[src/rtl/if_stage.sv]
// Instruction-fetch stage: one outstanding imem request, one-entry holding buffer, IF/ID register.
// Optional performance counters (stallCycles, flushCount) are enabled with `define IF_PERF_CNT_EN.
module if_stage #(
   parameter logic [31:0] RESET_PC  = 32'h0000_0000,
   parameter logic [31:0] NOP_INSTR = 32'h0000_0013
) (
   input  logic        clk,
   input  logic        rst,
   input  logic        stall_n,
   input  logic        flushIfIdExMem,
   input  logic [31:0] branchTarget,
   output logic        imemReq,
   output logic [31:0] imemAddr,
   input  logic        imemValid,
   input  logic [31:0] imemRdata,
   output logic [31:0] ifidPc,
   output logic [31:0] ifidInstr,
   output logic        ifidValid
`ifdef IF_PERF_CNT_EN
   ,
   output logic [31:0] stallCycles,
   output logic [31:0] flushCount
`endif
);

   localparam int unsigned XLEN = 32;
   localparam logic [XLEN-1:0] ALIGN_MASK = ~XLEN'(3);

   typedef enum logic [1:0] {
      S_FETCH,
      S_WAIT,
      S_DRAIN
   } state_t;

   state_t          r_state;
   logic [XLEN-1:0] r_pc;
   logic [XLEN-1:0] r_reqPc;
   logic            r_bufValid;
   logic [XLEN-1:0] r_bufInstr;
   logic [XLEN-1:0] r_bufPc;
   logic [XLEN-1:0] r_ifidPc;
   logic [XLEN-1:0] r_ifidInstr;
   logic            r_ifidValid;

   logic            w_issue;
   logic            w_rspAccept;

   // A request goes out only from FETCH with an empty buffer, no stall and no redirect.
   always_comb begin
      w_issue     = (r_state == S_FETCH) && !r_bufValid && !flushIfIdExMem && stall_n;
      w_rspAccept = (r_state == S_WAIT) && imemValid;
   end

   assign imemReq   = w_issue && !rst;
   assign imemAddr  = r_pc & ALIGN_MASK;
   assign ifidPc    = r_ifidPc;
   assign ifidInstr = r_ifidInstr;
   assign ifidValid = r_ifidValid;

   always_ff @(posedge clk or posedge rst) begin
      if (rst) begin
         r_state     <= S_FETCH;
         r_pc        <= RESET_PC;
         r_reqPc     <= RESET_PC;
         r_bufValid  <= 1'b0;
         r_bufInstr  <= NOP_INSTR;
         r_bufPc     <= RESET_PC;
         r_ifidPc    <= RESET_PC;
         r_ifidInstr <= NOP_INSTR;
         r_ifidValid <= 1'b0;
      end else begin
         unique case (r_state)
            S_FETCH: begin
               if (w_issue) begin
                  r_state <= S_WAIT;
               end
            end
            S_WAIT: begin
               // A redirect with nothing returned yet must still swallow the in-flight response.
               if (flushIfIdExMem) begin
                  r_state <= imemValid ? S_FETCH : S_DRAIN;
               end else if (imemValid) begin
                  r_state <= S_FETCH;
               end
            end
            S_DRAIN: begin
               if (imemValid) begin
                  r_state <= S_FETCH;
               end
            end
            default: r_state <= S_FETCH;
         endcase

         if (w_issue) begin
            r_reqPc <= r_pc;
            r_pc    <= r_pc + XLEN'(4);
         end

         if (flushIfIdExMem) begin
            r_pc        <= branchTarget & ALIGN_MASK;
            r_bufValid  <= 1'b0;
            r_ifidValid <= 1'b0;
            r_ifidInstr <= NOP_INSTR;
         end else if (stall_n) begin
            if (r_bufValid) begin
               r_ifidPc    <= r_bufPc;
               r_ifidInstr <= r_bufInstr;
               r_ifidValid <= 1'b1;
               r_bufValid  <= 1'b0;
            end else if (w_rspAccept) begin
               r_ifidPc    <= r_reqPc;
               r_ifidInstr <= imemRdata;
               r_ifidValid <= 1'b1;
            end else begin
               r_ifidValid <= 1'b0;
               r_ifidInstr <= NOP_INSTR;
            end
         end else if (w_rspAccept) begin
            // IF/ID is frozen; park the response until the stall lifts.
            r_bufValid <= 1'b1;
            r_bufInstr <= imemRdata;
            r_bufPc    <= r_reqPc;
         end
      end
   end

`ifdef IF_PERF_CNT_EN
   logic [XLEN-1:0] r_stallCycles;
   logic [XLEN-1:0] r_flushCount;

   // A flush cycle is counted as a flush even if stall_n is also low.
   always_ff @(posedge clk or posedge rst) begin
      if (rst) begin
         r_stallCycles <= '0;
         r_flushCount  <= '0;
      end else if (flushIfIdExMem) begin
         r_flushCount <= r_flushCount + XLEN'(1);
      end else if (!stall_n) begin
         r_stallCycles <= r_stallCycles + XLEN'(1);
      end
   end

   assign stallCycles = r_stallCycles;
   assign flushCount  = r_flushCount;
`endif

endmodule

[config.mk]
export PLATFORM = sky130hd
export DESIGN_NAME = if_stage
export DESIGN_NICKNAME = d
export VERILOG_FILES = /design/src/rtl/if_stage.sv
export SDC_FILE = /design/constraint.sdc
export NUM_CORES = 1
export LEC_CHECK = 0
export BUFFER_PORTS_ARGS = -buffer_cell sky130_fd_sc_hd__buf_2
export CORE_ASPECT_RATIO = 1.5
export CORE_MARGIN = 1
export CORE_UTILIZATION = 35
export CTS_BUF_LIST = sky130_fd_sc_hd__clkbuf_8
export CTS_CLUSTER_SIZE = 16
export DETAILED_ROUTE_END_ITERATION = 12
export PLACE_DENSITY = 0.54
export SLEW_MARGIN = 20
export SYNTH_ARGS = -nofsm -noshare
export SYNTH_HDL_FRONTEND = slang
export SYNTH_SLANG_ARGS = --single-unit
[constraint.sdc]
create_clock -name clk -period 17.1 [get_ports clk]
set_clock_uncertainty 0.1 [all_clocks]
set_input_delay 1.71 -clock clk [delete_from_list [all_inputs] [get_ports clk]]
set_output_delay 1.71 -clock clk [all_outputs]
set_load 0.05 [all_outputs]
==> reports/results.ini, run 1 <==
[layout]
syn_to_final_growth_pct=17.88
final_cell_mix=dfrtp_1 (181), buf_2 (160), nand2_1 (150), mux2_2 (65), o21ai_0 (53)
n_antenna_cell=0
layout-drive-gt1-share_pct=31.33
final_common_cell=dfrtp_1
nets=973
fin_area_um2=9888
fillCellCount=2382

[critical_path]
worstPathRequired_ns=15.29
worstPathCellList=buf_2, nor2b_1, nand2_2, nor2_1, buf_2
path_delay_family=buffers and inverters
arrival_ns=3.16
cpMostUsedCell=buf_2
start_kind=input pin
worstSetupEndpointType=output port
path_class=input pin to output port
critPathSlowestCell=buf_2
cp_max_fo=38
crit_buf_inv=2
worst_path_largest_cell_delay_ns=0.55

[place]
place_area_um2=9434
routabilityCongestion=0.7873
dp_hpwl_um=13420
portBuffers=160

[floorplanning]
fp.dieH_um=191.6
die_w_um=128.4
coreArea_um2=23570
initial_core_util_pct=35.59
die-area_um2=24600
rows=69
pin_count=167

[global_route]
grtUsageTotal_pct=17.54
gr-usage-met2_pct=29.17
grt_max_degree=121
grt_overflow=0
first_global_vias=5949
antenna_found_initial=1
grtUsageMet1_pct=22.85
top_usage_layer=met2
met3_usage_pct=3.036
grt_pass1_wl_um=33060

[power]
p_per_area_nw_per_um2=127.7
vdd_drop_max_uv=52.96
leakage_uw=0.004543

[timing]
drv_slew=0
fin_crit_sh_pct=29.08
fmax_ghz=0.2011
layout_min_cycle_time_ns=4.972
fin_tns_setup_ns=0
relSlewSlack_pct=25.77
rsz0062_at_grt=false
worst_slew_pin_slew_ns=1.114
hold_violations=0
hold_slack_ns=0.3795
finalSetupViolations=0

[synthesis]
ys_types=56
synth_area_leaders=dfrtp_1 (54%), mux2_2 (8.7%), nand2_1 (6.8%)
yosysSeqAreaShare_pct=56.18
synth_area_um2=8388
synthFlopType=dfrtp_1
async_flop_share_pct=100.0
synthCells=768
syn_avg_cell_area_um2=10.92
ys_ff_latch=188
synth_edf_count=0
yosys_warnings=0
synth_top_area_share_pct=54.30
yosys.area.top_type=dfrtp_1

[route]
postRouteAntennaNets=0
first_pass_iters=6
vias=6223
wl_per_cell_um=16.85
drc=0
routed_wl_um=20810
viasPerCell=5.039
drt_iter0_drc=260

[job]
cap_violations=0

[outcome]
status=finished clean

[cts]
cts_made_buffers=17
cts_tree=built
clkTransAtPathRegs_ns=0.10
insertion_delay_ns=0.48
post_cts_resized=0
cts_root_buffer=clkbuf_8
cts-hold-fix-buffers=0
clk_path_buf_depth=2
h-tree-depth=4
clock-sinks=188
cts_setup_buffers=0

[worst_hold_path]
hp-class=register to register

## path summary, 6_finish.rpt
path / depth (start not counted) / to / slack (ns) / from
max reg2reg: 4 / ifidInstr[10]$_DFFE_PP0N_ / 14.26 / r_bufValid$_DFFE_PP0P_
max in group asynchronous: 3 / r_reqPc[27]$_DFFE_PP0P_ / 14.16 / rst
max: 5 / imemReq / 12.13 / stall_n
min: 2 / ifidInstr[13]$_DFFE_PP0N_ / 0.38 / ifidInstr[13]$_DFFE_PP0N_
min reg2reg: 2 / ifidInstr[13]$_DFFE_PP0N_ / 0.38 / ifidInstr[13]$_DFFE_PP0N_
min in group asynchronous: 2 / ifidPc[10]$_DFFE_PP0P_ / 1.30 / rst
## cell families (layout without fill, tap and decap cells)
kind of cell               Yosys count  after routing  synth area share [%]
and+or+nand+nor                    265            265                 14.75
DFF                                188            188                 56.18
AOI/OAI and AO/OA                  135            135                 10.87
muxes                              113            113                 14.45
buffers and inverters               64            209                 3.446
adders and majority gates            1              1                0.1491
other                                1              4               0.04471
xor gates and xnor gates             1              1                0.1044
## final cells by class
type                       instances  area (um2)  area share, %
clock inverter                     9       110.1          1.114
tap                              319       399.1          4.036
sequential                       188        4716          47.69
inverter                           9       41.29         0.4176
multi-input combinational        519        3425          34.63
timing repair buffer             168       880.8          8.908
clock buffer                      23       316.6          3.201
## tightest hold or removal path, stage by stage, from the launching register on
cell and delay [ns]:
dfrtp_1 0.35, nand2_1 0.04, o21ai_0 0.06
## routing by layer
layer / wire (um) / vias to the layer above / part of all wire (%)
li1: - / 3015 / -
met1: 9335 / 3025 / 45
met2: 10250 / 154 / 49
met3: 829 / 27 / 4.0
met4: 384 / 2 / 1.8
met5: 10 / - / 0.048
## cell usage after synthesis, types with 8 or more instances
| cell type | instances |
|---|---|
| nand4_1 | 15 |
| nor2_1 | 29 |
| dfrtp_1 | 182 |
| nand3_1 | 23 |
| o311ai_0 | 9 |
| a211oi_1 | 15 |
| nand2_1 | 151 |
| or4_1 | 13 |
| inv_1 | 9 |
| o21ai_0 | 53 |
| mux2_2 | 65 |
| clkbuf_1 | 33 |
| a22oi_1 | 20 |
| buf_2 | 9 |
| mux2i_1 | 48 |
| nor3_1 | 8 |
## power by group
part           leakage (uW)  total (uW)  internal [uW]  switching, uW
Sequential          0.00240         616            548           67.5
Clock              0.000216         316            153            163
Combinational       0.00192         330            104            226
## registers in the layout, summed over array words and instances, names as in the netlist
name and flops:
r_reqPc 30, ifidValid 1, r_state 2, r_bufValid 1, ifidInstr 32, ifidPc 30
r_bufInstr 32, r_bufPc 30, r_pc 30
## per-stage QoR
| step | std cells | utilization (%) | setup slack [ns] | total power, uW |
|---|---|---|---|---|
| 2_1_floorplan | 771 | - | 10.19 | 865.9 |
| 3_3_place_gp | 1202 | 40.01 | 12.09 | 952.4 |
| 3_5_place_dp | 1202 | 40.03 | 12.08 | 961.0 |
| 4_1_cts | 1234 | 41.84 | 12.08 | 1280 |
| 5_1_grt | 1235 | 41.95 | 12.00 | 1333 |
| 6_report | 1235 | 41.95 | 12.13 | 1262 |
(Power assumes the default switching activity.)
==> inputs of run 2 (changes only) <==
- ABC_AREA: default -> 1
- clock period: 17.1 -> 4.7 ns (I/O delays scaled with it)
==> reports/results.ini, run 2 <==
[route]
wl_per_cell_um=15.08  ; was 16.85 um
routed_wl_um=23420  ; was 20810 um
first_pass_iters=5  ; was 6
postRouteAntennaNets=0  ; unchanged
viasPerCell=4.770  ; was 5.039
drc=0  ; unchanged
vias=7408  ; was 6223
drt_iter0_drc=456  ; was 260

[power]
power.total_uw=5197  ; was 1262 uW
p_per_area_nw_per_um2=502.6  ; was 127.7 nW/um2
vdd_drop_max_uv=202.6  ; was 52.96 uV
leakage_uw=0.005248  ; was 0.004543 uW

[synthesis]
yosys-top-cells-count=nand2_1 (315), dfrtp_1 (182), nor2_1 (124)  ; was dfrtp_1 (182), nand2_1 (151), mux2_2 (65)
ys_types=36  ; was 56
async_flop_share_pct=100.0  ; unchanged
synth_most_common_cell=nand2_1  ; was dfrtp_1
synth_top_area_share_pct=50.94  ; was 54.30%
yosysSeqAreaShare_pct=52.71  ; was 56.18%
synthCells=1080  ; was 768
synth_area_leaders=dfrtp_1 (51%), nand2_1 (13%), nand3_1 (5.7%)  ; was dfrtp_1 (54%), mux2_2 (8.7%), nand2_1 (6.8%)
yosys.area.top_type=dfrtp_1  ; unchanged
synthFlopType=dfrtp_1  ; unchanged
syn_avg_cell_area_um2=8.278  ; was 10.92 um2
synth_edf_count=0  ; unchanged
ys_ff_latch=188  ; unchanged
yosys_warnings=0  ; unchanged
synth_area_um2=8940  ; was 8388 um2

[outcome]
status=finished clean  ; unchanged

[timing]
finalSetupViolations=0  ; unchanged
hold_violations=0  ; unchanged
worst_slew_pin_slew_ns=1.006  ; was 1.114 ns
fin_tns_setup_ns=0  ; unchanged
fmax_ghz=0.3329
drv_slew=0  ; unchanged
fin_crit_sh_pct=63.91
relSlewSlack_pct=32.94  ; was 25.77%
rsz0062_at_grt=false  ; unchanged
layout_min_cycle_time_ns=3.004

[global_route]
grt_max_degree=131  ; was 121
antenna_found_initial=1  ; unchanged
first_global_vias=7229  ; was 5949
grtUsageTotal_pct=18.66  ; was 17.54%
grt_pass1_wl_um=38340  ; was 33060 um
grt_overflow=0  ; unchanged

[cts]
h-tree-depth=4  ; unchanged
insertion_delay_ns=0.48  ; about the same
clk_path_buf_depth=2  ; unchanged
clock-sinks=188  ; unchanged
cts-hold-fix-buffers=0  ; unchanged
cts_root_buffer=clkbuf_8  ; unchanged
cts_tree=built  ; unchanged
clkTransAtPathRegs_ns=0.09  ; was 0.10 ns
post_cts_resized=0  ; unchanged
cts_setup_buffers=0  ; unchanged
cts_made_buffers=17  ; unchanged

[floorplanning]
rows=71  ; was 69
fp.dieH_um=197.7  ; was 191.6 um
die-area_um2=26200  ; was 24600 um2
pin_count=167  ; unchanged
die_w_um=132.5  ; was 128.4 um
coreArea_um2=25050  ; was 23570 um2
initial_core_util_pct=35.69  ; was 35.59%

[critical_path]
worstPathCellList=inv_4, nand3_4, buf_4, nor2_1, buf_2  ; was buf_2, nor2b_1, nand2_2, nor2_1, buf_2
critPathSlowestCell=dfrtp_2  ; was buf_2
worstSetupEndpointType=output port  ; unchanged
worst_path_largest_cell_delay_ns=0.43  ; was 0.55 ns
path_class=register to output port  ; was input pin to output port
start_kind=register  ; was input pin
arrival_ns=2.43  ; was 3.16 ns
cp_max_fo=37  ; was 38
worstPathRequired_ns=4.13  ; was 15.29 ns

[layout]
layout-drive-gt1-share_pct=20.75  ; was 31.33%
nets=1281  ; was 973
syn_to_final_growth_pct=15.66  ; was 17.88%
fin_area_um2=10340  ; was 9888 um2
final_cell_mix=nand2_1 (313), dfrtp_1 (181), buf_2 (160), nor2_1 (123), nand3_1 (102)  ; was dfrtp_1 (181), buf_2 (160), nand2_1 (150), mux2_2 (65), o21ai_0 (53)
fin_cells=1553  ; was 1235
final_common_cell=nand2_1  ; was dfrtp_1

[worst_hold_path]
hp-class=input pin to async pin  ; was register to register

[place]
place_area_um2=9957  ; was 9434 um2
portBuffers=160  ; unchanged
routabilityCongestion=0.8102  ; was 0.7873
dp_hpwl_um=15430  ; was 13420 um
place_inst=1520  ; was 1202

[job]
cap_violations=0  ; unchanged

run 2: changes by cell type in the layout (fill, tap and decap cells not counted), moves of 11 or more:
| cell | delta |
|---|---|
| a21oi_1 | +13 |
| nor2_1 | +97 |
| nand2_1 | +163 |
| mux2i_1 | -36 |
| nor2_4 | +11 |
| a211oi_1 | -15 |
| inv_1 | +70 |
| mux2_2 | -65 |
| o31ai_2 | +15 |
| nand3_1 | +79 |
| o21ai_0 | +28 |
| o31ai_1 | +15 |
| or4_1 | -13 |
run 2: layout make-up:
class                      count  area, um2
tap                          328      410.4
multi-input combinational    749       3612
sequential                   188       4713
inverter                      83      317.8
fill                        2646      14710
antenna                        1      2.502
clock inverter                15      146.4
clock buffer                  17      234.0
timing repair buffer         172      903.4
run 2: report_power, final:
part | total [uW] | switching (uW) | internal (uW)
sequential | 2450 | 342 | 2110
combinational | 1670 | 1210 | 457
clock | 1070 | 603 | 472
total | 5200 | 2160 | 3040
run 2: worst max-delay path, delay by kind of cell, from the launching register on:
| kind | cells | cell delay [ns] |
|---|---|---|
| buf+inv | 3 | 0.99 |
| simple gates | 2 | 0.51 |
| flops | 1 | 0.43 |
run 2: cell families after synthesis:
| kind of cell | share of synthesized area, % |
|---|---|
| and+or+nand+nor | 27.25 |
| DFF | 52.71 |
| AOI/OAI and AO/OA | 11.18 |
| buffers and inverters | 7.236 |
| muxes | 1.344 |
| adders and majority gates | 0.1399 |
| other | 0.04195 |
| xor gates and xnor gates | 0.09799 |
run 2: final timing paths:
kind / slack [ns] / endpoint / cells past startpoint / start
worst max register to register: 2.32 / r_pc[4]$_DFFE_PP0P_ / 6 / r_bufValid$_DFFE_PP0P_
max in group asynchronous: 3.81 / r_bufInstr[2]$_DFFE_PP0P_ / 3 / rst
worst min-delay path: 0.05 / r_reqPc[22]$_DFFE_PP0P_ / 3 / rst
min in group clk: 0.08 / r_state[1]$_DFFE_PP0P_ / 2 / imemValid
worst min register to register: 0.37 / r_bufInstr[0]$_DFFE_PP1P_ / 2 / r_bufInstr[0]$_DFFE_PP1P_
worst max-delay path: 1.70 / imemReq / 5 / r_bufValid$_DFFE_PP0P_
run 2: per-layer routing:
layer / up-vias / GRT usage (%) / wire, um
met3: 26 / 3.175 / 928
met2: 175 / 32.09 / 11530
met4: 0 / 6.599 / 493
met5: - / 0 / 0
li1: 3760 / - / -
met1: 3447 / 23.53 / 10480
run 2: per-stage QoR:
stage | hold WS [ns] | setup slack [ns] | utilization [%]
final | 0.04923 | 1.696 | 41.27
after CTS | 0.04476 | 1.639 | 41.26
after global placement | 0.3524 | 2.179 | 39.75
after detailed placement | 0.3560 | 2.170 | 39.75
after floorplan | 0.3416 | 1.714 | -
after global routing | 0.05868 | 1.495 | 41.26
